[src/rtl/light_sequencer_pkg.sv]
// Shared definitions for the traffic-light sequencer.
//   state_t   : phase encoding (3 bits)
//   LAMP_*    : lamp vectors ordered {red, yellow, green, walk}
//   lamps_of  : phase -> lamp vector decode
package light_pkg;

  typedef enum logic [2:0] {
    ST_RED        = 3'd0,
    ST_RED_YELLOW = 3'd1,
    ST_GREEN      = 3'd2,
    ST_YELLOW     = 3'd3,
    ST_WALK       = 3'd4
  } state_t;

  localparam logic [3:0] LAMP_RED    = 4'b1000;
  localparam logic [3:0] LAMP_RY     = 4'b1100;
  localparam logic [3:0] LAMP_GREEN  = 4'b0010;
  localparam logic [3:0] LAMP_YELLOW = 4'b0100;
  localparam logic [3:0] LAMP_WALK   = 4'b1001;

  function automatic logic [3:0] lamps_of(input state_t s);
    case (s)
      ST_RED:        lamps_of = LAMP_RED;
      ST_RED_YELLOW: lamps_of = LAMP_RY;
      ST_GREEN:      lamps_of = LAMP_GREEN;
      ST_YELLOW:     lamps_of = LAMP_YELLOW;
      ST_WALK:       lamps_of = LAMP_WALK;
      default:       lamps_of = LAMP_RED;
    endcase
  endfunction

endpackage

[src/rtl/light_sequencer_if.sv]
// Board-side signal bundle of the sequencer.
//   reached     : sticky timeout flag from the timeout counter
//   ped_req     : pedestrian button level (asynchronous)
//   timer_clear : clears/holds the timeout counter while high
//   red/yellow/green/walk : lamp drives
// master = sequencer, slave = counter/board side.
interface light_sequencer_if;
  logic reached;
  logic ped_req;
  logic timer_clear;
  logic red;
  logic yellow;
  logic green;
  logic walk;

  modport master (
    input  reached, ped_req,
    output timer_clear, red, yellow, green, walk
  );

  modport slave (
    output reached, ped_req,
    input  timer_clear, red, yellow, green, walk
  );
endinterface

[src/rtl/light_sequencer_sync_edge.sv]
// 2-FF synchroniser followed by a rising-edge detector.
//   tick    : clock
//   reset   : async active-high reset
//   i_async : asynchronous level input
//   o_rise  : one-cycle pulse on a synchronised 0->1 transition
module sync_edge (
  input  logic tick,
  input  logic reset,
  input  logic i_async,
  output logic o_rise
);
  logic r_ff1, r_ff2, r_prev;

  always_ff @(posedge tick or posedge reset) begin
    if (reset) begin
      r_ff1  <= 1'b0;
      r_ff2  <= 1'b0;
      r_prev <= 1'b0;
    end else begin
      r_ff1  <= i_async;
      r_ff2  <= r_ff1;
      r_prev <= r_ff2;
    end
  end

  // Combinational off registered stages: pulse is seen on the third edge
  // after the input rises, which is when the consumer latches it.
  assign o_rise = r_ff2 & ~r_prev;
endmodule

[src/rtl/light_sequencer.sv]
// Traffic-light phase sequencer driven by a sticky timeout flag.
//   tick, reset : clock and async active-high reset
//   bus         : light_sequencer_if.master (reached, ped_req in;
//                 timer_clear and lamps out, all registered)
// Each accepted timeout re-arms the counter via a one-cycle timer_clear
// pulse; a 2-cycle guard masks the stale reached while it clears.
module light_sequencer
  import light_pkg::*;
#(
  parameter int unsigned RED_PERIODS    = 4,
  parameter int unsigned RY_PERIODS     = 1,
  parameter int unsigned GREEN_PERIODS  = 4,
  parameter int unsigned YELLOW_PERIODS = 1,
  parameter int unsigned WALK_PERIODS   = 3
) (
  input  logic                  tick,
  input  logic                  reset,
  light_sequencer_if.master     bus
);

  state_t     r_state;
  logic [3:0] r_period_cnt;
  logic [1:0] r_guard;
  logic       r_ped_pending;
  logic       r_init;
  logic       r_tc;
  logic [3:0] r_lamps;

  logic       w_rise;
  logic       w_accept;
  logic       w_last;
  logic       w_ped_evt;
  logic [3:0] w_limit;
  state_t     w_next;

  sync_edge u_ped_sync (
    .tick    (tick),
    .reset   (reset),
    .i_async (bus.ped_req),
    .o_rise  (w_rise)
  );

  function automatic logic [3:0] periods_of(input state_t s);
    case (s)
      ST_RED:        periods_of = 4'(RED_PERIODS);
      ST_RED_YELLOW: periods_of = 4'(RY_PERIODS);
      ST_GREEN:      periods_of = 4'(GREEN_PERIODS);
      ST_YELLOW:     periods_of = 4'(YELLOW_PERIODS);
      ST_WALK:       periods_of = 4'(WALK_PERIODS);
      default:       periods_of = 4'd1;
    endcase
  endfunction

  always_comb begin
    w_accept  = bus.reached & (r_guard == 2'd0);
    w_limit   = periods_of(r_state) - 4'd1;
    w_last    = (r_period_cnt == w_limit);
    // Requests arriving while already walking are dropped.
    w_ped_evt = w_rise & (r_state != ST_WALK);
    w_next    = r_state;
    if (w_accept && w_last) begin
      case (r_state)
        ST_RED:        w_next = ST_RED_YELLOW;
        ST_RED_YELLOW: w_next = ST_GREEN;
        ST_GREEN:      w_next = ST_YELLOW;
        // A request edge in the very cycle YELLOW ends still counts.
        ST_YELLOW:     w_next = (r_ped_pending | w_ped_evt) ? ST_WALK : ST_RED;
        ST_WALK:       w_next = ST_RED_YELLOW;
        default:       w_next = ST_RED;
      endcase
    end
  end

  always_ff @(posedge tick or posedge reset) begin
    if (reset) begin
      r_state       <= ST_RED;
      r_period_cnt  <= 4'd0;
      r_guard       <= 2'd0;
      r_ped_pending <= 1'b0;
      r_init        <= 1'b1;
      r_tc          <= 1'b1;
      r_lamps       <= LAMP_RED;
    end else begin
      // Hold the counter cleared for one extra edge after reset release.
      r_init  <= 1'b0;
      r_tc    <= w_accept | r_init;
      r_state <= w_next;
      r_lamps <= lamps_of(w_next);

      if (w_accept) begin
        r_guard      <= 2'd2;
        r_period_cnt <= w_last ? 4'd0 : r_period_cnt + 4'd1;
      end else if (r_guard != 2'd0) begin
        r_guard <= r_guard - 2'd1;
      end

      if (w_next == ST_WALK && r_state != ST_WALK)
        r_ped_pending <= 1'b0;
      else if (w_ped_evt)
        r_ped_pending <= 1'b1;
    end
  end

  assign bus.timer_clear = r_tc;
  assign {bus.red, bus.yellow, bus.green, bus.walk} = r_lamps;

endmodule

[src/flat_wrapper.sv]
// flat-port wrapper written by rule: the top's interface ports become plain ports
module light_sequencer_flat import light_pkg::*;
#(
  parameter int unsigned RED_PERIODS    = 4,
  parameter int unsigned RY_PERIODS     = 1,
  parameter int unsigned GREEN_PERIODS  = 4,
  parameter int unsigned YELLOW_PERIODS = 1,
  parameter int unsigned WALK_PERIODS   = 3
)
  (tick, reset, bus_reached, bus_ped_req, bus_timer_clear, bus_red, bus_yellow, bus_green, bus_walk);
  light_sequencer_if bus_i ();
  input  logic tick;
  input  logic reset;
  input wire logic [$bits(bus_i.reached)-1:0] bus_reached;
  input wire logic [$bits(bus_i.ped_req)-1:0] bus_ped_req;
  output wire logic [$bits(bus_i.timer_clear)-1:0] bus_timer_clear;
  output wire logic [$bits(bus_i.red)-1:0] bus_red;
  output wire logic [$bits(bus_i.yellow)-1:0] bus_yellow;
  output wire logic [$bits(bus_i.green)-1:0] bus_green;
  output wire logic [$bits(bus_i.walk)-1:0] bus_walk;
  assign bus_i.reached = bus_reached;
  assign bus_i.ped_req = bus_ped_req;
  assign bus_timer_clear = bus_i.timer_clear;
  assign bus_red = bus_i.red;
  assign bus_yellow = bus_i.yellow;
  assign bus_green = bus_i.green;
  assign bus_walk = bus_i.walk;
  light_sequencer #(.RED_PERIODS(RED_PERIODS), .RY_PERIODS(RY_PERIODS), .GREEN_PERIODS(GREEN_PERIODS), .YELLOW_PERIODS(YELLOW_PERIODS), .WALK_PERIODS(WALK_PERIODS)) u_core (.tick(tick), .reset(reset), .bus(bus_i));
endmodule
[config.mk]
export PLATFORM = sky130hd
export DESIGN_NAME = light_sequencer_flat
export DESIGN_NICKNAME = d
export VERILOG_FILES = /design/src/rtl/light_sequencer_pkg.sv /design/src/rtl/light_sequencer_if.sv /design/src/rtl/light_sequencer_sync_edge.sv /design/src/rtl/light_sequencer.sv /design/src/flat_wrapper.sv
export SDC_FILE = /design/constraint.sdc
export NUM_CORES = 1
export LEC_CHECK = 0
export ABC_CLOCK_PERIOD_IN_PS = 3000
export BUFFER_PORTS_ARGS = -buffer_cell sky130_fd_sc_hd__buf_2
export CORE_UTILIZATION = 50
export CTS_CLUSTER_DIAMETER = 100
export CTS_CLUSTER_SIZE = 14
export DETAILED_ROUTE_END_ITERATION = 16
export PLACE_DENSITY_LB_ADDON = 0.1
export SLEW_MARGIN = 10
export SYNTH_ARGS = -nofsm -noshare
export SYNTH_HDL_FRONTEND = slang
export SYNTH_SLANG_ARGS = --single-unit
[constraint.sdc]
create_clock -name tick -period 3 [get_ports tick]
set_clock_uncertainty 0.15 [all_clocks]
set_input_delay 0.6 -clock tick [delete_from_list [all_inputs] [get_ports tick]]
set_output_delay 0.6 -clock tick [all_outputs]
set_load 0.01 [all_outputs]
==> impl.org <==
** Critical path
- Of all nets on the critical path, the largest fanout is 9.
- The worst setup path is launched from a flop.
- Following the worst setup path forward leads to its endpoint at u_core.r_lamps[0]$_DFF_PP0_.
- The worst register-to-register path ends at u_core.r_lamps[0]$_DFF_PP0_.
- Worst Setup SP :: u_core.r_guard[0]$_DFFE_PP0P_
- Across all register-to-register paths, the minimum setup slack is 1070 ps.
- STA puts the critical path data required time at 3070 ps.
- In this run the critical register-to-register path is launched from u_core.r_guard[0]$_DFFE_PP0P_.
- Critical path data arrival time :: 2000 ps
- Worst reg-to-reg path cell count :: 6
- CP endpoint kind :: flop
- Critical Setup Path Class :: flop to flop

** Power and ir drop
- Summed over all nets, the switching power comes to 0.354 mW.
- Peak supply drop :: 0.000456 V
- For this design the ratio of total power to cell area is 913 nW/um^2.
- Clock power frac :: 14.0%
- In this run the static leakage power is 0.436 nW.
- Registers are responsible for 49.4% of the overall power.
- Portion of total power attributed to combinational logic :: 36.6%
- Fraction of power spent switching nets :: 38.9%
- Internal Pwr Total :: 0.555 mW

** Logic synthesis
- Synthesis produced a netlist with a net count of 94.
- Counting every instance in the synthesized netlist gives 88.
- Synthesis instantiated 34 different standard cells from the library.
- Of the synthesized area, sequential elements account for 51.9%.
- Among all flip-flop cells after synthesis, the most frequent one is sky130_fd_sc_hd__dfrtp_1.
- The top cell type by area accounts for 43.4% of the synthesized area.
- Post-synthesis instance area :: 923 sq um
- After synthesis, the mean cell area works out to 10.5 sq um.
- The synthesized design spends more area on one cell type than any other, namely sky130_fd_sc_hd__dfrtp_1.
- Yosys printed 0 warnings.
- Share of synthesized flip-flops with an asynchronous set or reset :: 100%
- Number of storage elements in the synthesis netlist :: 19
- Yosys attributes the largest share of cell area to sky130_fd_sc_hd__dfrtp_1, sky130_fd_sc_hd__dfstp_2, sky130_fd_sc_hd__nand2_1.
- Number of enable flip-flop cells after synthesis :: 0

** Route
- For this block, the routed nets add up to 1460 um of wire.
- Routed wire per std cell :: 12.1 um
- After detailed routing, the wire length on met1 is 765 um.
- Vias per cell :: 5.21
- Signal routing reaches up to met4.
- DRC errors left :: 0
- For this run, the detailed router's first-pass iteration total came to 2.
- The count of nets left with antenna violations once routing finished came out at 0.
- Count of routing violations after the opening detailed-route iteration :: 4
- Detailed routing placed a total of 32 um of wire on met3.
- Summed over all nets, wire length on met2 after detailed routing comes to 644 um.
- The detailed router placed 630 vias in this run.

** Die
- The initial utilization of the core area, before any placement, comes to 53.5%.
- The die covers 2020 sq um.
- The floorplan has 15 rows.
- Core area :: 1730 sq um
- Top-Level Pins :: 9
- The die is 45.0 um wide.
- The die is 45.0 um tall.

** Finish
- The finished layout holds 121 standard cells, fillers aside.
- For this run, the post-layout net count is 103.
- N_diodes :: 0
- Final standard cell utilization of the core :: 57.7%
- Compared with the post-synthesis result, the final layout area differs by 7.86%.
- Layout Cell Area excl Fill :: 996 sq um
- In the final layout, the multi-input gates occupy 393 sq um.
- Count of filler cells inserted in the layout :: 162
- In the final layout, flip-flops and latches occupy 479 sq um.
- In the final layout, the share of cells above drive strength 1 is 18.8%.

** Timing
- Setup violations remaining at the end of the flow were counted as 0.
- Headroom to the max-slew limit came out at 54.1%.
- Post-route minimum period :: 1930 ps
- The max-slew violation total from the final report came to 0.
- Post-route clock period utilization :: 64.4%
- Achievable clock frequency :: 517 MHz
- Setup repair after global routing left no endpoint under its margin.
- At the pin with the least slew margin, the transition time is 688 ps.
- Number of hold violations in the final report :: 0
- Setup TNS after final layout :: 0 ps

** Clock tree
- Total of cells resized after clock tree synthesis :: 0
- Counting the buffers created by CTS gives 3.
- In this run the deepest clock path goes through 2 buffers.
- Clock slew at the register clock pins of the worst setup and hold paths :: 100 ps
- The clock net in this run drives a total of 19 sinks.
- Maximum level of the CTS H-tree :: 1
- After clock tree synthesis, the flow added hold-fix buffers numbering 0.
- CTS tree :: built
- Post-CTS timing repair inserted 0 buffers for setup.
- Worst skew pair latency :: 290 ps
- Buffer cell driving the clock tree root :: sky130_fd_sc_hd__clkbuf_4

** Run status
- The run finished with clean final reports.

** GRT
- Across every metal layer, demand over resource in global routing totals 16.9%.
- Antenna violations before repair :: 0
- GRT Residual Overflow :: 0
- The number of global-route vias before repair is 595.
- Global-route wire length before repair :: 2490 um
- Pin count of the biggest net entering global routing :: 20

** Hold path
- Startpoint of the worst hold path :: u_core.u_ped_sync.r_ff1$_DFF_PP0_
- Tightest Hold Check Type :: flop to flop

** Run
- Number of maximum-capacitance constraint violations :: 0

** Placed design
- Once placement finished, the instance area stood at 970 sq um.
- Placed cells :: 117
- Number of I/O port buffers :: 8
- DP HPWL :: 1030 um
- Routability cong. :: 0.760
==> logic make-up after synthesis <==
| family | synth area share [%] |
|---|---|
| adder cells (fa/ha/maj) | 2.71 |
| buffers and inverters | 5.56 |
| other | 0.406 |
| AO/OA/AOI/OAI | 14.4 |
| multiplexers | 3.25 |
| AND/OR/NAND/NOR | 19.0 |
| XOR/XNOR | 2.85 |
| flip-flops | 51.9 |
==> power groups by stage <==
stage / sequential, mW / combinational (mW) / clock [mW]
2_1_floorplan: 0.400 / 0.325 / 0
3_5_place_dp: 0.453 / 0.334 / 0
4_1_cts: 0.449 / 0.336 / 0.131
3_3_place_gp: 0.450 / 0.331 / 0
5_1_grt: 0.464 / 0.380 / 0.139
6_report: 0.449 / 0.333 / 0.127
==> flip-flops by register name (all words and copies together), names as in the netlist <==
signal                    cells
u_core.r_lamps                4
u_core.r_period_cnt           4
u_core.r_state                3
u_core.r_guard                2
u_core.bus.timer_clear        1
u_core.r_init                 1
u_core.r_ped_pending          1
u_core.u_ped_sync.r_ff1       1
u_core.u_ped_sync.r_ff2       1
u_core.u_ped_sync.r_prev      1
==> worst max-delay path: stages, from the launching register on <==
cell and delay [ps]:
sky130_fd_sc_hd__dfrtp_1 410, sky130_fd_sc_hd__inv_1 60, sky130_fd_sc_hd__ha_1 270, sky130_fd_sc_hd__nor4bb_1 310, sky130_fd_sc_hd__buf_4 210, sky130_fd_sc_hd__a21boi_4 240
sky130_fd_sc_hd__mux2i_1 220
==> through the flow <==
stage	power (mW)	hold WS [ps]	setup WS, ps
global route	0.984	227	899
detailed placement	0.787	187	1120
finish	0.909	216	1070
floorplan	0.725	181	1220
global placement	0.782	191	1130
CTS	0.916	218	1060
==> cells in the final DEF, fill, tap and decap left out, drive strengths merged, types with 2 or more instances in the layout <==
cell	n
xor2	2
a21oi	5
nor2	4
mux2i	3
dfstp	3
o211ai	2
nand3	5
o21bai	2
a211o	2
ha	2
nand2b	3
o21ai	3
nand2	9
clkbuf	4
buf	9
dfrtp	16
nor2b	3
inv	5
==> worst min-delay path by stage <==
stage | endpoint | slack, ps | cells past startpoint
2_1_floorplan | u_core.u_ped_sync.r_ff2$_DFF_PP0_ | 180 | 0
3_3_place_gp | u_core.u_ped_sync.r_ff2$_DFF_PP0_ | 190 | 0
3_5_place_dp | u_core.u_ped_sync.r_ff2$_DFF_PP0_ | 190 | 0
4_1_cts | u_core.u_ped_sync.r_ff2$_DFF_PP0_ | 220 | 0
5_1_grt | u_core.u_ped_sync.r_ff2$_DFF_PP0_ | 230 | 0
6_report | u_core.u_ped_sync.r_ff2$_DFF_PP0_ | 220 | 0
==> cell usage after synthesis (all sizes together), types with 3 or more instances <==
| master | count |
|---|---|
| nand2b | 3 |
| a21oi | 5 |
| nor2b | 3 |
| nor2 | 4 |
| mux2i | 3 |
| dfstp | 3 |
| dfrtp | 16 |
| o21ai | 3 |
| nand3 | 5 |
| inv | 5 |
| nand2 | 9 |
| buf | 4 |
==> layer usage <==
layer  global-route usage [%]  vias to the layer above
met5                        0                        -
met4                     9.09                        0
met3                     2.40                        4
met2                     25.8                        7
met1                     23.2                      301
li1                         -                      318
==> final cells by class <==
class / count / share of cell area (%)
Tap cell: 25 / 3.14
Multi-Input combinational cell: 59 / 39.4
Clock buffer: 4 / 2.64
Timing Repair Buffer: 9 / 4.77
Sequential cell: 19 / 48.1
Inverter: 5 / 1.88
No activity file was read; power rests on OpenSTA's default activity.
